===== config.mk =====
export PLATFORM = sky130hd
export DESIGN_NAME = core_reg_tracer
export DESIGN_NICKNAME = d
export VERILOG_FILES = /design/src/rtl/core_reg_tracer.sv
export SDC_FILE = /design/constraint.sdc
export NUM_CORES = 1
export LEC_CHECK = 0
export CAP_MARGIN = 10
export CORE_MARGIN = 1.5
export CORE_UTILIZATION = 55
export DETAILED_ROUTE_END_ITERATION = 10
export PLACE_DENSITY = 0.75
export SKIP_CTS_REPAIR_TIMING = 1
export SLEW_MARGIN = 20
export SYNTH_ARGS = -nofsm -noshare
export SYNTH_HDL_FRONTEND = slang
export SYNTH_SLANG_ARGS = --single-unit

===== constraint.sdc =====
create_clock -name clk -period 4.5 [get_ports clk]
set_input_delay 0.45 -clock clk [delete_from_list [all_inputs] [get_ports clk]]
set_output_delay 0.45 -clock clk [all_outputs]
set_load 0.005 [all_outputs]

===== src/rtl/core_reg_tracer.sv =====
// core_reg_tracer: passive trace monitor for the core register outputs.
// Captures {regA, regB, regO} whenever the enabled snapshot changes, queues it
// in a small FIFO and sends each entry as a two-byte UART 8N1 frame:
// byte0 = {regA, regB}, byte1 = {4'hC, regO}.
//
// Ports:
//   clk          - clock, rising edge
//   resetn       - asynchronous active-low reset
//   regA/B/O     - core registers being traced (4 bits each)
//   enable       - capture enable (transmission of queued entries continues)
//   tx           - UART line, idle high, registered
//   busy         - TX FSM not idle or FIFO non-empty
//   overflow     - sticky, a snapshot was dropped on a full FIFO
//   frame_count  - completed frames, modulo 256
module core_reg_tracer #(
  parameter int unsigned CLKS_PER_BIT = 4,
  parameter int unsigned FIFO_DEPTH   = 4
) (
  input  logic       clk,
  input  logic       resetn,
  input  logic [3:0] regA,
  input  logic [3:0] regB,
  input  logic [3:0] regO,
  input  logic       enable,
  output logic       tx,
  output logic       busy,
  output logic       overflow,
  output logic [7:0] frame_count
);

  localparam int unsigned PtrW  = $clog2(FIFO_DEPTH);
  localparam int unsigned CntFW = PtrW + 1;
  localparam int unsigned CntW  = $clog2(CLKS_PER_BIT);

  typedef enum logic [1:0] {StIdle, StStart, StData, StStop} state_e;

  state_e            state_q, state_d;
  logic              byte_sel_q, byte_sel_d;
  logic [2:0]        bit_idx_q, bit_idx_d;
  logic [CntW-1:0]   cnt_q, cnt_d;
  logic [11:0]       frame_q, frame_d;
  logic              tx_q, tx_d;
  logic [7:0]        fcount_q, fcount_d;

  logic [11:0]       last_q;
  logic              primed_q;
  logic              overflow_q;

  logic [11:0]       mem_q [FIFO_DEPTH];
  logic [PtrW-1:0]   wr_ptr_q, rd_ptr_q;
  logic [CntFW-1:0]  count_q;

  logic [11:0]       snap;
  logic              capture, fifo_empty, fifo_full, push, pop;
  logic              bit_end;
  logic [7:0]        cur_byte;
  logic [2:0]        bit_nxt;

  assign snap       = {regA, regB, regO};
  assign capture    = enable && (!primed_q || (snap != last_q));
  assign fifo_empty = (count_q == '0);
  assign fifo_full  = (count_q == CntFW'(FIFO_DEPTH));
  assign pop        = (state_q == StIdle) && !fifo_empty;
  // A pop on the same edge frees a slot, so a full FIFO can still accept.
  assign push       = capture && (!fifo_full || pop);

  assign bit_end  = (cnt_q == CntW'(CLKS_PER_BIT - 1));
  assign cur_byte = byte_sel_q ? {4'hC, frame_q[3:0]} : frame_q[11:4];
  assign bit_nxt  = bit_idx_q + 3'd1;

  // Capture tracking; last updates even on a dropped push so it is never re-sent.
  always_ff @(posedge clk or negedge resetn) begin
    if (!resetn) begin
      last_q     <= '0;
      primed_q   <= 1'b0;
      overflow_q <= 1'b0;
    end else if (capture) begin
      last_q   <= snap;
      primed_q <= 1'b1;
      if (!push) overflow_q <= 1'b1;
    end
  end

  always_ff @(posedge clk) begin
    if (push) mem_q[wr_ptr_q] <= snap;
  end

  always_ff @(posedge clk or negedge resetn) begin
    if (!resetn) begin
      wr_ptr_q <= '0;
      rd_ptr_q <= '0;
      count_q  <= '0;
    end else begin
      if (push) wr_ptr_q <= wr_ptr_q + PtrW'(1);
      if (pop)  rd_ptr_q <= rd_ptr_q + PtrW'(1);
      if (push && !pop)      count_q <= count_q + CntFW'(1);
      else if (pop && !push) count_q <= count_q - CntFW'(1);
    end
  end

  always_comb begin
    state_d    = state_q;
    byte_sel_d = byte_sel_q;
    bit_idx_d  = bit_idx_q;
    cnt_d      = cnt_q;
    frame_d    = frame_q;
    tx_d       = tx_q;
    fcount_d   = fcount_q;
    unique case (state_q)
      StIdle: begin
        tx_d = 1'b1;
        if (!fifo_empty) begin
          frame_d    = mem_q[rd_ptr_q];
          byte_sel_d = 1'b0;
          cnt_d      = '0;
          tx_d       = 1'b0;
          state_d    = StStart;
        end
      end
      StStart: begin
        if (bit_end) begin
          cnt_d     = '0;
          bit_idx_d = 3'd0;
          tx_d      = cur_byte[0];
          state_d   = StData;
        end else begin
          cnt_d = cnt_q + CntW'(1);
        end
      end
      StData: begin
        if (bit_end) begin
          cnt_d = '0;
          if (bit_idx_q == 3'd7) begin
            tx_d    = 1'b1;
            state_d = StStop;
          end else begin
            bit_idx_d = bit_nxt;
            tx_d      = cur_byte[bit_nxt];
          end
        end else begin
          cnt_d = cnt_q + CntW'(1);
        end
      end
      StStop: begin
        if (bit_end) begin
          cnt_d = '0;
          if (!byte_sel_q) begin
            // byte1 follows byte0 with no idle gap
            byte_sel_d = 1'b1;
            tx_d       = 1'b0;
            state_d    = StStart;
          end else begin
            fcount_d = fcount_q + 8'd1;
            state_d  = StIdle;
          end
        end else begin
          cnt_d = cnt_q + CntW'(1);
        end
      end
      default: state_d = StIdle;
    endcase
  end

  always_ff @(posedge clk or negedge resetn) begin
    if (!resetn) begin
      state_q    <= StIdle;
      byte_sel_q <= 1'b0;
      bit_idx_q  <= 3'd0;
      cnt_q      <= '0;
      frame_q    <= '0;
      tx_q       <= 1'b1;
      fcount_q   <= 8'd0;
    end else begin
      state_q    <= state_d;
      byte_sel_q <= byte_sel_d;
      bit_idx_q  <= bit_idx_d;
      cnt_q      <= cnt_d;
      frame_q    <= frame_d;
      tx_q       <= tx_d;
      fcount_q   <= fcount_d;
    end
  end

  assign tx          = tx_q;
  assign busy        = (state_q != StIdle) || !fifo_empty;
  assign overflow    = overflow_q;
  assign frame_count = fcount_q;

endmodule


* Yosys cells after proc, flatten, opt, wreduce, memory -nomap -nowiden *
Memory sizes are Yosys's and may differ from the RTL's. A register that Yosys moved wholly into a read port is not among the register bits.
Index checks and enable logic that the tools add are counted.

storage, ports and cells
  register bits = 38
  bits in latches = 0
  memory bits (writable) = 48
  bits in read-only memories = 0
  logic and storage cells = 96
  memories = 1

memory list
  name   words  bits a word  rd ports  clocked after Yosys merged registers in  write ports  line  RTL
  mem_q  4      12           1         1                                        1            49    logic [11:0] mem_q [FIFO_DEPTH];

operators by class
  add/sub/neg operators = 7
  multiply operators = 0
  div/mod/pow operators = 0
  magnitude comparators = 1
  eq/ne operators = 14
  shifts and indexed selects = 0
  multiplexer cells = 31
  bitwise gates (word level) = 2
  reduce and logical (&&, ||, !) cells = 28

operators by type and width
  operator               count
  $mux W3                5
  $mux W2                7
  $ne A2 B2 Y1 const B   7
  $mux W1                12
  $ne A12 B12 Y1         1
  $add A8 B1 Y8 const B  1
  $mux W8                1
  $pmux W2 S4            1
  $reduce_and A4 Y1      2
  $reduce_bool A2 Y1     4
  $add A2 B1 Y2 const B  3
  $add A3 B1 Y3 const B  2
  $eq A2 B2 Y1 const B   3
  $eq A3 B3 Y1 const B   2
  $logic_not A1 Y1       6
  $pmux W3 S2            1
  $reduce_and A3 Y1      2
  $logic_and A1 B1 Y1    5
  $reduce_and A5 Y1      1
  $lt A3 B4 Y1 const B   1
  $pmux W1 S4            1
  $pmux W2 S2            1
  $reduce_and A2 Y1      2
  $bmux W1 S3            1
  other kinds (8)        11

* Longest topological paths before layout *
  depth in word-level cells = 9
  depth in mapped cells = 11

* Least setup slack after synthesis *
Ideal clock, no wire load.

  path type = reg2reg
  from = register state_q[0]
  to = register count_q[1]
  setup time = 0.125 ns
  arrival time = 2.615 ns
  data required time = 4.375 ns
  setup slack = 1.760 ns
  cell stages (with the launch flop) = 10
  buffers on the path = 1
  period minus slack after synthesis = 2.740 ns
  cells stage by stage = dfrtp_1 > inv_1 > ha_1 > or4b_2 > nor2b_2 > buf_6 > ha_1 > inv_1 > fa_1 > mux2_2

between the ends
  word-level cells in the longest chain between the ends = 7

ends and longest elaborated chain
  what                          line  RTL
  start, declared               37    state_e state_q, state_d;
  start signal, assigned        166   state_q <= StIdle;
  start signal, assigned        174   state_q <= state_d;
  $logic_not A2 Y1 (*)          63    assign pop = (state_q == StIdle) && !fifo_empty;
  $logic_and A1 B1 Y1 (*)       63
  $logic_or A1 B1 Y1 (*)        65    assign push = capture && (!fifo_full || pop);
  $logic_and A1 B1 Y1 (*)       65
  net push                      54    logic capture, fifo_empty, fifo_full, push, pop;
  $logic_not A1 Y1              97    else if (pop && !push) count_q <= count_q - CntFW'(1);
  $logic_and A1 B1 Y1           97
  $reduce_bool A2 Y1 (no line)  -
  end signal, assigned          96    if (push && !pop) count_q <= count_q + CntFW'(1);
  end signal, assigned          97
  end, declared                 51    logic [CntFW-1:0] count_q;

Mark *: on every way through the listed nets, which the timed path passes. The rest lies on a longest branch.
A chain may end at the register's enable or synchronous reset.

* Worst setup path after layout *
  from = input regA[3]
  to = register count_q[1]

between the ends
  word-level cells in the longest chain between the ends = 7

ends and longest elaborated chain
  what                          line  RTL
  start, declared               21    input logic [3:0] regA,
  $ne A12 B12 Y1 (*)            60    assign capture = enable && (!primed_q || (snap != last_q));
  $logic_or A1 B1 Y1 (*)        60
  $logic_and A1 B1 Y1 (*)       60
  $logic_and A1 B1 Y1 (*)       65
  $logic_not A1 Y1              97
  $logic_and A1 B1 Y1           97
  $reduce_bool A2 Y1 (no line)  -

Every way passes the cells marked *; elsewhere a longest branch is shown, timed or not.

==> results.sh <==
export IMPL_antenna_cells=0
export IMPL_start_util_pct=57.9
export IMPL_cp_cell_sequence="clkdlybuf4s50_1 > xnor2_1 > nand3_1 > o41ai_4 > nor2b_2 > ha_1 > inv_1 > fa_1 > mux2_2"
export IMPL_cp_end_kind="flip-flop"
export IMPL_synth_compound_area_share_pct=4.28
export IMPL_grt_use_total_pct=17.8
export IMPL_rsz0062_at_grt="no"
export IMPL_drive_gt1_share_pct=24.2
export IMPL_cpMaxStageDelayCell="o41ai_4"
export IMPL_port_buffers=25
export IMPL_tightest_slew_ps=787
export IMPL_path_max_fanout=8
export IMPL_synth_edff_count=48
export IMPL_status="completed"
export IMPL_dp_hpwl_mm=4.63
export IMPL_ant_nets=0
export IMPL_antenna_found_initial=0
export IMPL_use_met2_pct=27.2
export IMPL_synthAdderAreaFrac_pct=4.57
export IMPL_totalWireLength_mm=6.56
export IMPL_critPathLaunchType="primary input"
export IMPL_grt_pass1_wl_mm=11.2
export IMPL_drv_cap=0
export IMPL_whs_ps=169
export IMPL_design_power_total_mw=1.95
export IMPL_synth_cell_type_count=45
export IMPL_cp_arrival_ps=3210
export IMPL_setup_tns_ps=0
export IMPL_grt_busiest_layer="met2"
export IMPL_die_y_um=91.1
export IMPL_dp_worst_setup_slack_ps=1130
export IMPL_drt_pass1_iter_count=4
export IMPL_clock_latency_ps=360
export IMPL_finalCritPeriodShare_pct=65.8
export IMPL_grt_use_met1_pct=25.2
export IMPL_slew_headroom_pct=47.5
export IMPL_hold_path_class="primary input to asynchronous set/reset pin"
export IMPL_synth_area_per_cell_um2=16.1
export IMPL_syn_inst=265
export IMPL_synth_xor_area_share_pct=5.13
export IMPL_synth_mux_area_share_pct=15.9
export IMPL_cts_tree="yes"
export IMPL_syn_to_final_growth_pct=12.4
export IMPL_yosys_warnings=0
export IMPL_cts_max_level=3
export IMPL_die_w_um=91.1
export IMPL_synth_seq_cells=98
export IMPL_numCtsBuffers=9
export IMPL_r2r_slack_ps=1580
export IMPL_first_global_vias=2226
export IMPL_synth_top_cell_by_area="edfxtp_1"
export IMPL_rr_worst_depth=8
export IMPL_synth_top_family_by_area="multiplexers"
export IMPL_syn_nets=295
export IMPL_r2r_end="count_q[1]$_DFFE_PN0P_"
export IMPL_drt_wirelength_per_cell_um=16.5
export IMPL_gp_congestion=0.772
export IMPL_timing_final_crit_period_ps=2960
export IMPL_grt_max_degree=51
export IMPL_root_buffer="clkbuf_8"
export IMPL_grt_overflow=0
export IMPL_viasPerCell=5.60
export IMPL_num_nets_final=323
export IMPL_drv_slew=0
export IMPL_crit_required_ps=4750
export IMPL_reg2reg_from="state_q[0]$_DFFE_PN0P_"
export IMPL_critical_path_class="primary input to flip-flop"
export IMPL_cts_sinks=98
export IMPL_syn_area_um2=4270
export IMPL_synthSimpleGateAreaFrac_pct=5.34
export IMPL_io_pins=26
export IMPL_vias=2222
export IMPL_core_um2=7370
export IMPL_yosysTopAreaCellShare_pct=33.8
export IMPL_hold_viol=0
export IMPL_startpoint="regA[3]"
export IMPL_clk_pin_slew_ps=100
export IMPL_vdd_drop_max_v=0.000258
export IMPL_drc_errors=0
export IMPL_setup_violations=0
export IMPL_ctsLongestPathBuffers=2
export IMPL_yosys_top_cells_area="edfxtp_1, dfrtp_1, mux2_2"
export IMPL_fmax_ghz=0.338
export IMPL_grt_util_met3_pct=2.76
export IMPL_ys_flop_type="dfrtp_1"
export IMPL_fin_util_pct=65.1
export IMPL_crit_buf_inv=2
export IMPL_power_density_nw_per_um2=407
export IMPL_yosysMostFrequentCell="dfrtp_1"
export IMPL_drt_iter0_drc=144
export IMPL_layout_setup_ws_ps=1540
export IMPL_fin_skew_ps=9.06
export IMPL_synth_commonest_cells="dfrtp_1, edfxtp_1, mux2_2, xnor2_1"
export IMPL_ys_seq_area_share_pct=63.1
export IMPL_crit_family="buffers and inverters"
export IMPL_synthArstFlopShare_pct=51.0
export IMPL_dieArea_um2=8290
export IMPL_rows=31
export IMPL_max_stage_delay_ps=640
export IMPL_p_leak_nw=1.85
==> flip-flops by register name (all words and copies together) (netlist names), 2 cells and up <==
| register | cells |
|---|---|
| mem_q | 48 |
| frame_q | 12 |
| last_q | 12 |
| frame_count | 8 |
| bit_idx_q | 3 |
| count_q | 3 |
| cnt_q | 2 |
| rd_ptr_q | 2 |
| state_q | 2 |
| wr_ptr_q | 2 |
==> layer usage <==
metal  vias to the layer above  share of wire, %
li1                       1045                 -
met1                      1132                48
met2                        34                47
met3                        11               2.9
met4                         0               1.9
met5                         -                 0
==> final cells by class <==
| type | count | area [um2] |
|---|---|---|
| sequential | 98 | 2690 |
| fill | 546 | 2570 |
| multi-input combinational | 151 | 1500 |
| timing repair buffer | 26 | 253 |
| clock buffer | 9 | 124 |
| tap | 99 | 124 |
| clock inverter | 7 | 72.6 |
| inverter | 7 | 26.3 |
==> power by group <==
group / internal, mW / switching [mW]
sequential: 1.08 / 0.0537
combinational: 0.132 / 0.145
clock: 0.218 / 0.325
total: 1.43 / 0.523
==> metrics by stage <==
stage                     cell area (um2)  cells
after floorplan                      4270    265
after global placement               4600    381
after detailed placement             4600    381
after CTS                            4790    397
after global routing                 4790    397
final                                4790    397
==> kinds of logic (layout without fill, tap and decap cells) <==
family                     after synthesis  count (layout)
adders and majority gates               15              15
AOI/OAI and AO/OA                       24              24
buffers and inverters                   16              49
muxes                                   46              46
and+or+nand+nor                         41              41
xor gates and xnor gates                25              25
DFF                                     98              98
==> worst max path at each step <==
stage	slack [ps]	endpoint	cells after the start
floorplan	1760	count_q[1]$_DFFE_PN0P_	9
global placement	1210	count_q[1]$_DFFE_PN0P_	9
detailed placement	1130	count_q[1]$_DFFE_PN0P_	9
CTS	1530	count_q[1]$_DFFE_PN0P_	9
global route	1400	count_q[1]$_DFFE_PN0P_	9
finish	1540	count_q[1]$_DFFE_PN0P_	9
==> cells in the final DEF, fill, tap and decap left out, types with 7 or more instances in the layout <==
| cell | netlist | layout |
|---|---|---|
| edfxtp_1 | 48 | 48 |
| nand2_1 | 10 | 10 |
| xnor2_1 | 21 | 21 |
| o21ai_0 | 7 | 7 |
| clkdlybuf4s50_1 | 0 | 24 |
| dfrtp_1 | 49 | 49 |
| clkbuf_8 | 0 | 9 |
| mux4_2 | 14 | 14 |
| ha_1 | 14 | 14 |
| mux2_2 | 29 | 29 |
| inv_1 | 7 | 7 |
(Power assumes the default switching activity.)
==> variant (config.mk and constraints unchanged) <==
Set the parameter `CLKS_PER_BIT` to 8 (it was 4).
--- a/src/rtl/core_reg_tracer.sv
+++ b/src/rtl/core_reg_tracer.sv
@@ -13,7 +13,7 @@
 //   overflow     - sticky, a snapshot was dropped on a full FIFO
 //   frame_count  - completed frames, modulo 256
 module core_reg_tracer #(
-  parameter int unsigned CLKS_PER_BIT = 4,
+  parameter int unsigned CLKS_PER_BIT = 8,
   parameter int unsigned FIFO_DEPTH   = 4
 ) (
   input  logic       clk,
Behaviour: not the same (Yosys sat finds a counterexample within 10 cycles, from zero or initial values and one cycle with resetn low).
==> variant against the unedited design <==
- sequential cell count grew 1
- worst setup slack improved by 0.16 ns
- global-route usage is 0.20 points higher
- critical path type unchanged
- first-iteration DRC count up 2.1%
- via count is 1.8% lower
- largest power group unchanged
- wire length up 1.5%
- sequential share of layout area shrank 0.24 points
- total power rose by 2.7%
- area after synthesis grew 1.0%
- cell area up 1.4%
==> variant: results (changes against the unedited design) <==
status: complete, no violations
Multi-Input Combinational: 154 (+2.0%)
share of post-route cells with drive strength above 1: 0.238 (-0.00399)
vias in the first global route: 2247 (+0.94%)
CTS clk-pin slew, worst paths: 0.10 ns (about the same)
fraction of the mapped netlist area in adder cells: 0.0482 (+0.00244)
max incr delay on CP: 0.61 ns (-0.03 ns)
synthesized flop and latch total: 99 (+1.0%)
total of fill cells in the finished design: 541 (-0.92%)
vias per cell: 5.39 (-3.7%)
first-pass GRT wire length: 11.2 mm (-0.37%)
largest cells by area after synthesis: edfxtp_1 (33%), dfrtp_1 (29%), mux2_2 (7.6%), mux4_2 (7.3%), ha_1 (4.4%)
XOR/XNOR share of the synthesized area: 0.0508 (-0.000521)
compound-gate portion of the synthesized area: 0.0418 (-0.00102)
R2R depth: 8 (unchanged)
Layout non-clock buf frac: 0.0536 (+0.000839)
Critical-path top delay cell: clkdlybuf4s50_1
GRT Overall Usage: 0.180 (+0.00204)
initial antenna violation count: 0 (unchanged)
Final clock-cell share: 0.0430 (+0.00203)
P_leak: 0.00187 uW (+1.6%)
maximum clock frequency: 357 MHz (+5.6%)
critical path arrival: 3.06 ns (-0.15 ns)
antenna cells: 0 (unchanged)
DP HPWL: 4.59 mm (-0.70%)
gpl congestion: 0.830 (+7.5%)
Seq/total area: 0.559 (-0.00237)
sequential area share after synthesis: 0.631 (about the same)
final setup skew: 0.0112 ns (+0.00210 ns)
nets: 329 (+1.9%)
worst setup path startpoint: regO[1]
wire per inst: 16.4 um (-0.54%)
Clk pwr share: 0.294 (+0.016)
worst-path maximum fanout: 9 (+1)
1st-iter DRT viols: 147 (+2.1%)
setup violators final: 0 (unchanged)
Max VDD drop: 0.203 mV (-21%)
fraction of area in multi-input gates: 0.312 (-0.000844)
Non-CTS buffers: 27 (+3.8%)
Post-Syn Nets: 301 (+2.0%)
DP Worst Slack: 1.31 ns (+0.180 ns)
worst hold path type: input pin to async pin
mux cell area share after synthesis: 0.157 (-0.00161)
sequential share of power: 0.569 (-0.011)
reg-to-reg slack, setup: 1.71 ns (+0.13 ns)
internal power: 1490 uW (+4.1%)
largest net degree at the start of global routing: 52 (+2.0%)
most instantiated cells after synthesis: dfrtp_1 (50), edfxtp_1 (48), mux2_2 (29)
Slew @ Worst Pin: 0.821 ns (+0.0341 ns)
asr flop ratio synth: 0.515 (+0.00495)
## variant: per-layer routing
layer / up-vias / global-route usage / part of all wire
met1: 1094 / 0.245 / 0.49
met2: 26 / 0.274 / 0.46
met3: 11 / 0.0352 / 0.024
met4: 0 / 0.0977 / 0.024
li1: 1052 / - / -
met5: - / 0 / 0
## variant: stage by stage
stage	hold WS, ns	power [uW]	utilization	instances	area (um^2)
after floorplan	0.154	1340	-	270	4310
after global placement	0.451	1420	0.608	389	4650
after detailed placement	0.452	1440	0.608	389	4650
after CTS	0.210	2030	0.635	405	4860
after global routing	0.232	2100	0.635	405	4860
final	0.170	2000	0.635	405	4860
## variant: cells by family (layout without fill, tap and decap cells)
family / Yosys count / count (layout)
multiplexers: 46 / 46
XOR/XNOR: 25 / 25
AND/OR/NAND/NOR: 42 / 42
AO/OA/AOI/OAI: 25 / 25
flip-flops: 99 / 99
adder cells (fa/ha/maj): 16 / 16
buffers and inverters: 17 / 50
